==> config.mk <==
export PLATFORM = sky130hd
export DESIGN_NAME = eproc_out_gearbox
export DESIGN_NICKNAME = d
export VERILOG_FILES = /design/src/rtl/eproc_out_gearbox.sv
export SDC_FILE = /design/constraint.sdc
export NUM_CORES = 1
export LEC_CHECK = 0
export BUFFER_PORTS_ARGS = -buffer_cell sky130_fd_sc_hd__buf_2
export CAP_MARGIN = 20
export CORE_ASPECT_RATIO = 2
export CORE_MARGIN = 4
export CORE_UTILIZATION = 49
export CTS_CLUSTER_DIAMETER = 50
export DETAILED_ROUTE_END_ITERATION = 8
export GPL_ROUTABILITY_DRIVEN = 0
export PLACE_DENSITY = 0.77
export RECOVER_POWER = 50
export SLEW_MARGIN = 30
export SYNTH_ARGS = -nofsm -noshare
export SYNTH_HDL_FRONTEND = slang
export SYNTH_SLANG_ARGS = --single-unit
==> constraint.sdc <==
create_clock -name clk -period 4.8 [get_ports clk]
set_input_delay 0.24 -clock clk [delete_from_list [all_inputs] [get_ports clk]]
set_output_delay 0.24 -clock clk [all_outputs]
set_load 0.05 [all_outputs]
==> src/rtl/eproc_out_gearbox.sv <==
`default_nettype none
// +--------------------------------------------------------------------------+
// | eproc_out_gearbox : symbol FIFO feeding a 10-to-ELINK_W serialiser with  |
// |                     idle-symbol insertion when the FIFO runs dry.        |
// | Revision 1.0                                                             |
// +--------------------------------------------------------------------------+
module eproc_out_gearbox #(
    parameter int         ELINK_W    = 2,
    parameter int         FIFO_DEPTH = 4,
    parameter logic [9:0] IDLE_SYM   = 10'b0011111010
) (
    input  logic                        clk,
    input  logic                        rst,
    input  logic [9:0]                  sym_in,
    input  logic                        sym_valid,
    output logic                        sym_ready,
    input  logic                        reverse_10b,
    input  logic                        swap_outbits,
    output logic [ELINK_W-1:0]          edata_out,
    output logic                        idle_ins,
    output logic [$clog2(FIFO_DEPTH):0] fifo_level
);
    localparam int AW = $clog2(FIFO_DEPTH);

    generate
        if (!(ELINK_W == 2 || ELINK_W == 4 || ELINK_W == 8)) begin : g_bad_elink_w
            $error("eproc_out_gearbox: ELINK_W must be 2, 4 or 8");
        end
        if (FIFO_DEPTH < 2 || FIFO_DEPTH > 16 || (FIFO_DEPTH & (FIFO_DEPTH - 1)) != 0) begin : g_bad_depth
            $error("eproc_out_gearbox: FIFO_DEPTH must be a power of two in 2..16");
        end
    endgenerate

    logic [9:0]         mem_q [FIFO_DEPTH];
    logic [AW-1:0]      wr_ptr_q, rd_ptr_q;
    logic [AW:0]        level_q, level_d;
    logic [17:0]        gbuf_q, gbuf_d;
    logic [4:0]         cnt_q, cnt_d;
    logic [ELINK_W-1:0] edata_d;
    logic               idle_d;

    logic               push, pop, load, fifo_has;
    logic [9:0]         sym_sel, sym_ld;
    logic [17:0]        gbuf_ld;
    logic [4:0]         cnt_ld;

    assign sym_ready  = (level_q != (AW+1)'(FIFO_DEPTH));
    assign fifo_level = level_q;

    always_comb begin
        push     = sym_valid && sym_ready;
        fifo_has = (level_q != '0);
        load     = (cnt_q < 5'(ELINK_W));
        pop      = load && fifo_has;
        // Level is the registered count, so a symbol pushed this edge cannot pop yet.
        sym_sel  = fifo_has ? mem_q[rd_ptr_q] : IDLE_SYM;
        sym_ld   = '0;
        for (int i = 0; i < 10; i++) begin
            sym_ld[i] = reverse_10b ? sym_sel[9-i] : sym_sel[i];
        end

        gbuf_ld = gbuf_q;
        cnt_ld  = cnt_q;
        if (load) begin
            gbuf_ld = gbuf_q | ({8'd0, sym_ld} << cnt_q);
            cnt_ld  = cnt_q + 5'd10;
        end

        gbuf_d  = gbuf_ld >> ELINK_W;
        cnt_d   = cnt_ld - 5'(ELINK_W);
        edata_d = '0;
        for (int i = 0; i < ELINK_W; i++) begin
            edata_d[i] = swap_outbits ? gbuf_ld[ELINK_W-1-i] : gbuf_ld[i];
        end
        idle_d  = load && !fifo_has;
        level_d = level_q + (AW+1)'(push) - (AW+1)'(pop);
    end

    always_ff @(posedge clk) begin
        if (push) begin
            mem_q[wr_ptr_q] <= sym_in;
        end
    end

    always_ff @(posedge clk or posedge rst) begin
        if (rst) begin
            wr_ptr_q  <= '0;
            rd_ptr_q  <= '0;
            level_q   <= '0;
            gbuf_q    <= '0;
            cnt_q     <= '0;
            edata_out <= '0;
            idle_ins  <= 1'b0;
        end else begin
            if (push) begin
                wr_ptr_q <= wr_ptr_q + (AW)'(1);
            end
            if (pop) begin
                rd_ptr_q <= rd_ptr_q + (AW)'(1);
            end
            level_q   <= level_d;
            gbuf_q    <= gbuf_d;
            cnt_q     <= cnt_d;
            edata_out <= edata_d;
            idle_ins  <= idle_d;
        end
    end

endmodule
`default_nettype wire

======== After elaboration in Yosys (flattened, before gate mapping) ========
Memories as Yosys holds them, arrays and structs flattened.
Index checks and enable logic that the tools add are counted.
operators by class
  $mul .................................... 0
  shifts and indexed selects .............. 1
  $lt $le $gt $ge ......................... 1
  eq/ne operators ......................... 1
  bitwise operators ....................... 1
  mux-type cells .......................... 17
  divide/modulo/power cells ............... 0
  reductions and logical operators ........ 5
  add/sub/neg operators ................... 6
operators with widths
  kind                                                         count
  2-to-1 mux 18 bit                                            1
  OR 16 x 18 -> 18 bit                                         1
  << shifter 10 x 5 -> 18 bit                                  1
  2-to-1 mux 1 bit                                             14
  2-to-1 mux 10 bit                                            1
  adder 5 x 4 -> 5 bit (second input constant)                 1
  less-than comparator 5 x 2 -> 1 bit (second input constant)  1
  2-to-1 mux 5 bit                                             1
  subtractor 5 x 2 -> 5 bit (second input constant)            1
  adder 2 x 1 -> 2 bit (second input constant)                 2
  adder 3 x 1 -> 3 bit                                         1
  logical AND 1 bit                                            3
  != test 3 bit (second input constant)                        1
  nonzero test 3 bit                                           1
  subtractor 3 x 1 -> 3 bit                                    1
  logical NOT 1 bit                                            1
word-level totals
  bits in registers ....................... 31
  ROM bits ................................ 0
  latch bits .............................. 0
  output and inout port bits .............. 7
  RAM bits ................................ 40
  memories ................................ 1
memory list
  memory  depth  bits a word  rd ports  clocked after memory_dff  write ports  RTL line  RTL
  mem_q   4      10           1         0                         1            34        logic [9:0] mem_q [FIFO_DEPTH];

======== Logic depth before layout (Yosys ltp) ========
  word-level depth ........................ 7
  depth in mapped cells ................... 12
  gate-level depth less buffers ........... 11

======== Least setup slack after synthesis ========
OpenSTA, ideal clock, no wires.
  path type ............................... reg2reg
  start ................................... reg level_q[1] (netlist: fifo_level[1])
  end ..................................... reg level_q[2] (netlist: fifo_level[2])
  buffers on the path ..................... 0
  data arrival time ....................... 2.686 ns
  data required time ...................... 4.656 ns
  period minus slack after synthesis ...... 2.829 ns
  library setup time ...................... 0.144 ns
  stages on the path, launching flop included .. 12
  setup slack ............................. 1.971 ns
  path through ............................ dfrtp_1 -> nor2_1 -> nand2_1 -> and2_1 -> inv_1 -> ha_1 -> inv_1 -> ha_1 -> inv_1 -> fa_1 -> xnor2_1 -> xnor2_1
on the way
  word-level cells in the longest chain between the ends .. 4
RTL lines
  what                       RTL line  RTL
  start: declaration         36        logic [AW:0] level_q, level_d;
  start signal: assignment   101       level_q <= level_d;
  != test 3 bit              47        assign sym_ready = (level_q != (AW+1)'(FIFO_DEPTH));
  net sym_ready              16        output logic sym_ready,
  logical AND 1 bit          51        push = sym_valid && sym_ready;
  adder 3 x 1 -> 3 bit       76        level_d = level_q + (AW+1)'(push) - (AW+1)'(pop);
  subtractor 3 x 1 -> 3 bit  76
  net level_d[2]             36
The timed path passes the listed nets, and every way through them passes these cells.
A chain may end at the register's enable or synchronous reset.

======== Worst setup path after layout ========
  start ................................... reg cnt_q[1]
  end ..................................... reg level_q[2] (netlist: fifo_level[2])
on the way
  word-level cells in the longest chain between the ends .. 3
RTL lines
  what                                 RTL line  RTL
  start: declaration                   38        logic [4:0] cnt_q, cnt_d;
  start signal: assignment             103       cnt_q <= cnt_d;
  less-than comparator 5 x 2 -> 1 bit  53        load = (cnt_q < 5'(ELINK_W));
  logical AND 1 bit                    54        pop = load && fifo_has;
  net pop                              42        logic push, pop, load, fifo_has;
  subtractor 3 x 1 -> 3 bit            76
  net level_d[2]                       36
The timed path passes the listed nets, and every way through them passes these cells.

==> results.txt <==
delay of the slowest critical-path stage = 630 ps
status = finished, final reports clean
Mapped Area = 3260 um2
Primary FF master, synth = edfxtp_1
Final period util = 0.671
sequential share of power = 0.413
maximum clock path buffer count = 2
die height = 123 um
synthesized area per cell = 13.4 um2
Worst EP arrival = 3480 ps
antenna viol nets, final = 0
critical path class = register to register
cts hold-fix bufs = 1
vias in the first global route = 2081
CP required = 5060 ps
CTS tree = yes
Power per Cell Area = 582 nW/um2
fin util = 0.571
CTS HTree Levels = 3
clock sinks = 70
Worst IR Drop VDD = 0.323 mV
drt via density = 5.61
CP Cell Sequence = inv_1 > ha_1 > or3b_1 > nor2_1 > ha_1 > inv_1 > ha_1 > inv_1 > fa_1 > xnor2_1 > xnor2_1
switching fraction of total power = 0.346
Crit. End Element = register
Fill cells = 508
total CTS buffers = 9
most common cell in the netlist = edfxtp_1
Finished Layout Cells = 358
cells after synthesis = 244
first-pass GRT wire length = 10000 um
number of synthesized flops with an enable pin = 40
clock power share = 0.274
Pre-Repair DR Iteration Count = 4
critical path depth = 11
Seq cells post-synth = 70
post-detail-place hpwl = 4450 um
post-synthesis sequential area ratio = 0.599
CP top delay family = adder cells
Sw Pwr = 737 uW
Die Area = 8100 um2
Worst-path clk slew = 60 ps
Tot GR Track Use = 0.173
Crit-path slowest cell = dfrtp_1
Port Buffer Count = 21
Int Pwr = 1400 uW
FF-to-FF path depth = 11
Post-synth top cells = edfxtp_1 (40), dfrtp_1 (30), nor2_1 (17)
initial core utilization = 0.508
Synth async-reset ratio = 0.429
relative slew slack = 0.266
final wirelength = 6220 um
clk_skew = 8.82 ps
Max Fclk = 0.310 GHz
die width = 65.7 um
Max-Cap Viols = 0
Nets = 292
unrepaired setup endpoints after global routing = no
cell taking the most area after synthesis = edfxtp_1
Resized cells post-CTS = 0
Cells after DPL = 341
top-area cell type share of the netlist area = 0.368
Static Leak = 0.00145 uW
vias = 2007
Worst-Margin Slew = 1100 ps
Hold WS = 127 ps
DR WL/cell = 17.4 um
IO Pins = 22
largest net degree at the start of global routing = 31
critical-path maximum fanout = 23
hold path cells = 2
Min-Delay Path Class = primary input to register
Synth cell types = 45
share of layout cells above drive strength 1 = 0.136
drt initial violations = 116
Final Hold Fails = 0
nature of the critical path startpoint = register
top post-synthesis cells by area = edfxtp_1 (37%), dfrtp_1 (23%), mux4_2 (6.2%), mux2i_1 (3.7%), ha_1 (3.5%)
antenna violations before repair = 0
later-pin clock latency in the skew report = 330 ps
std cell rows = 41
Setup Viol. Count Final = 0
Final Critical Period = 3220 ps
CORE AREA = 6410 um2
combinational power share = 0.313
area grow syn2layout = 12.3%
max-slew violation count = 0
Congestion Overflow GR = 0
DR DRC count = 0
n_diodes = 0
worst path bufs/invs = 3
setup_tns = 0 ps
Clock Tree Root = clkbuf_16
setup bufs post-CTS = 0
Ys Warns = 0
[per-layer routing]
layer | up-vias | wire, um | track usage
met2 | 55 | 3430 | 0.312
li1 | 955 | - | -
met5 | - | 0 | 0
met3 | 22 | 246 | 0.0273
met1 | 975 | 2260 | 0.164
met4 | 0 | 291 | 0.144
[final cells by class]
| type | instances | area, um2 | area share |
|---|---|---|---|
| clock inverter | 2 | 8.76 | 0.00239 |
| inverter | 13 | 48.8 | 0.0133 |
| multi-input combinational | 151 | 1190 | 0.325 |
| sequential | 70 | 1950 | 0.533 |
| tap | 86 | 108 | 0.0294 |
| clock buffer | 14 | 254 | 0.0694 |
| timing repair buffer | 22 | 100 | 0.0273 |
[worst reg2reg max path, stage by stage, from the launching register on]
cell	delay, ps
dfrtp_1	630
inv_1	300
ha_1	270
or3b_1	470
nor2_1	260
ha_1	280
inv_1	60
ha_1	120
inv_1	50
fa_1	390
xnor2_1	190
xnor2_1	140
[cell families (layout without fill, tap and decap cells)]
| family | Yosys count | after routing | synth area share |
|---|---|---|---|
| AOI/OAI and AO/OA | 51 | 51 | 0.104 |
| xor gates and xnor gates | 6 | 6 | 0.0161 |
| adders and majority gates | 10 | 10 | 0.0407 |
| buffers and inverters | 24 | 51 | 0.0372 |
| DFF | 70 | 70 | 0.599 |
| muxes | 26 | 26 | 0.119 |
| other | 1 | 2 | 0.00115 |
| and+or+nand+nor | 56 | 56 | 0.0833 |
[registers in the layout (all words and copies together), names as in the netlist]
signal	count
mem_q	40
gbuf_q	16
cnt_q	4
fifo_level	3
edata_out	2
rd_ptr_q	2
wr_ptr_q	2
idle_ins	1
[per-stage QoR]
stage	cell area (um2)	total power, uW	setup slack (ps)
after floorplan	3260	1420	1970
after global placement	3400	1540	1760
after detailed placement	3400	1560	1640
after CTS	3680	2150	1570
after global routing	3660	2240	1380
final	3660	2130	1580
[path summary, 6_finish.rpt]
check / startpoint / to / slack [ps]
worst max-delay path: cnt_q[1] / fifo_level[2] / 1580
worst min-delay path: swap_outbits / edata_out[0] / 130
worst max register to register: cnt_q[1] / fifo_level[2] / 1580
worst min register to register: gbuf_q[15] / gbuf_q[13] / 430
max in group asynchronous: rst / gbuf_q[1] / 3410
min in group asynchronous: rst / fifo_level[2] / 730
[power groups by stage]
stage               Sequential [uW]  Combinational [uW]  Clock, uW
floorplan                       894                 528          0
global placement                886                 656          0
detailed placement              895                 665          0
CTS                             884                 675        592
global route                    902                 731        612
finish                          881                 667        584
[cell usage in the layout (no fill, tap or decap), types with 2 or more instances in the layout]
cell        n
ha_1        9
o21bai_1    4
o21ai_1     5
conb_1      2
nor2b_1     3
xnor2_1     6
edfxtp_1   40
nor3_1      8
o21ai_0     6
a21o_1      2
a22o_1      3
clkbuf_1   16
o211ai_1    2
a21oi_1    13
nand2_1    14
inv_1      11
buf_2       9
a221oi_1    3
clkbuf_16   9
dfrtp_1    30
a31oi_1     2
mux2i_1    12
a221o_1     2
mux4_2      9
clkinv_1    3
and3_1      4
mux2_4      2
nor2_1     17
and2_1      2
nand3_1     3
mux2_2      3
o31ai_1     2
(Power assumes the default switching activity.)
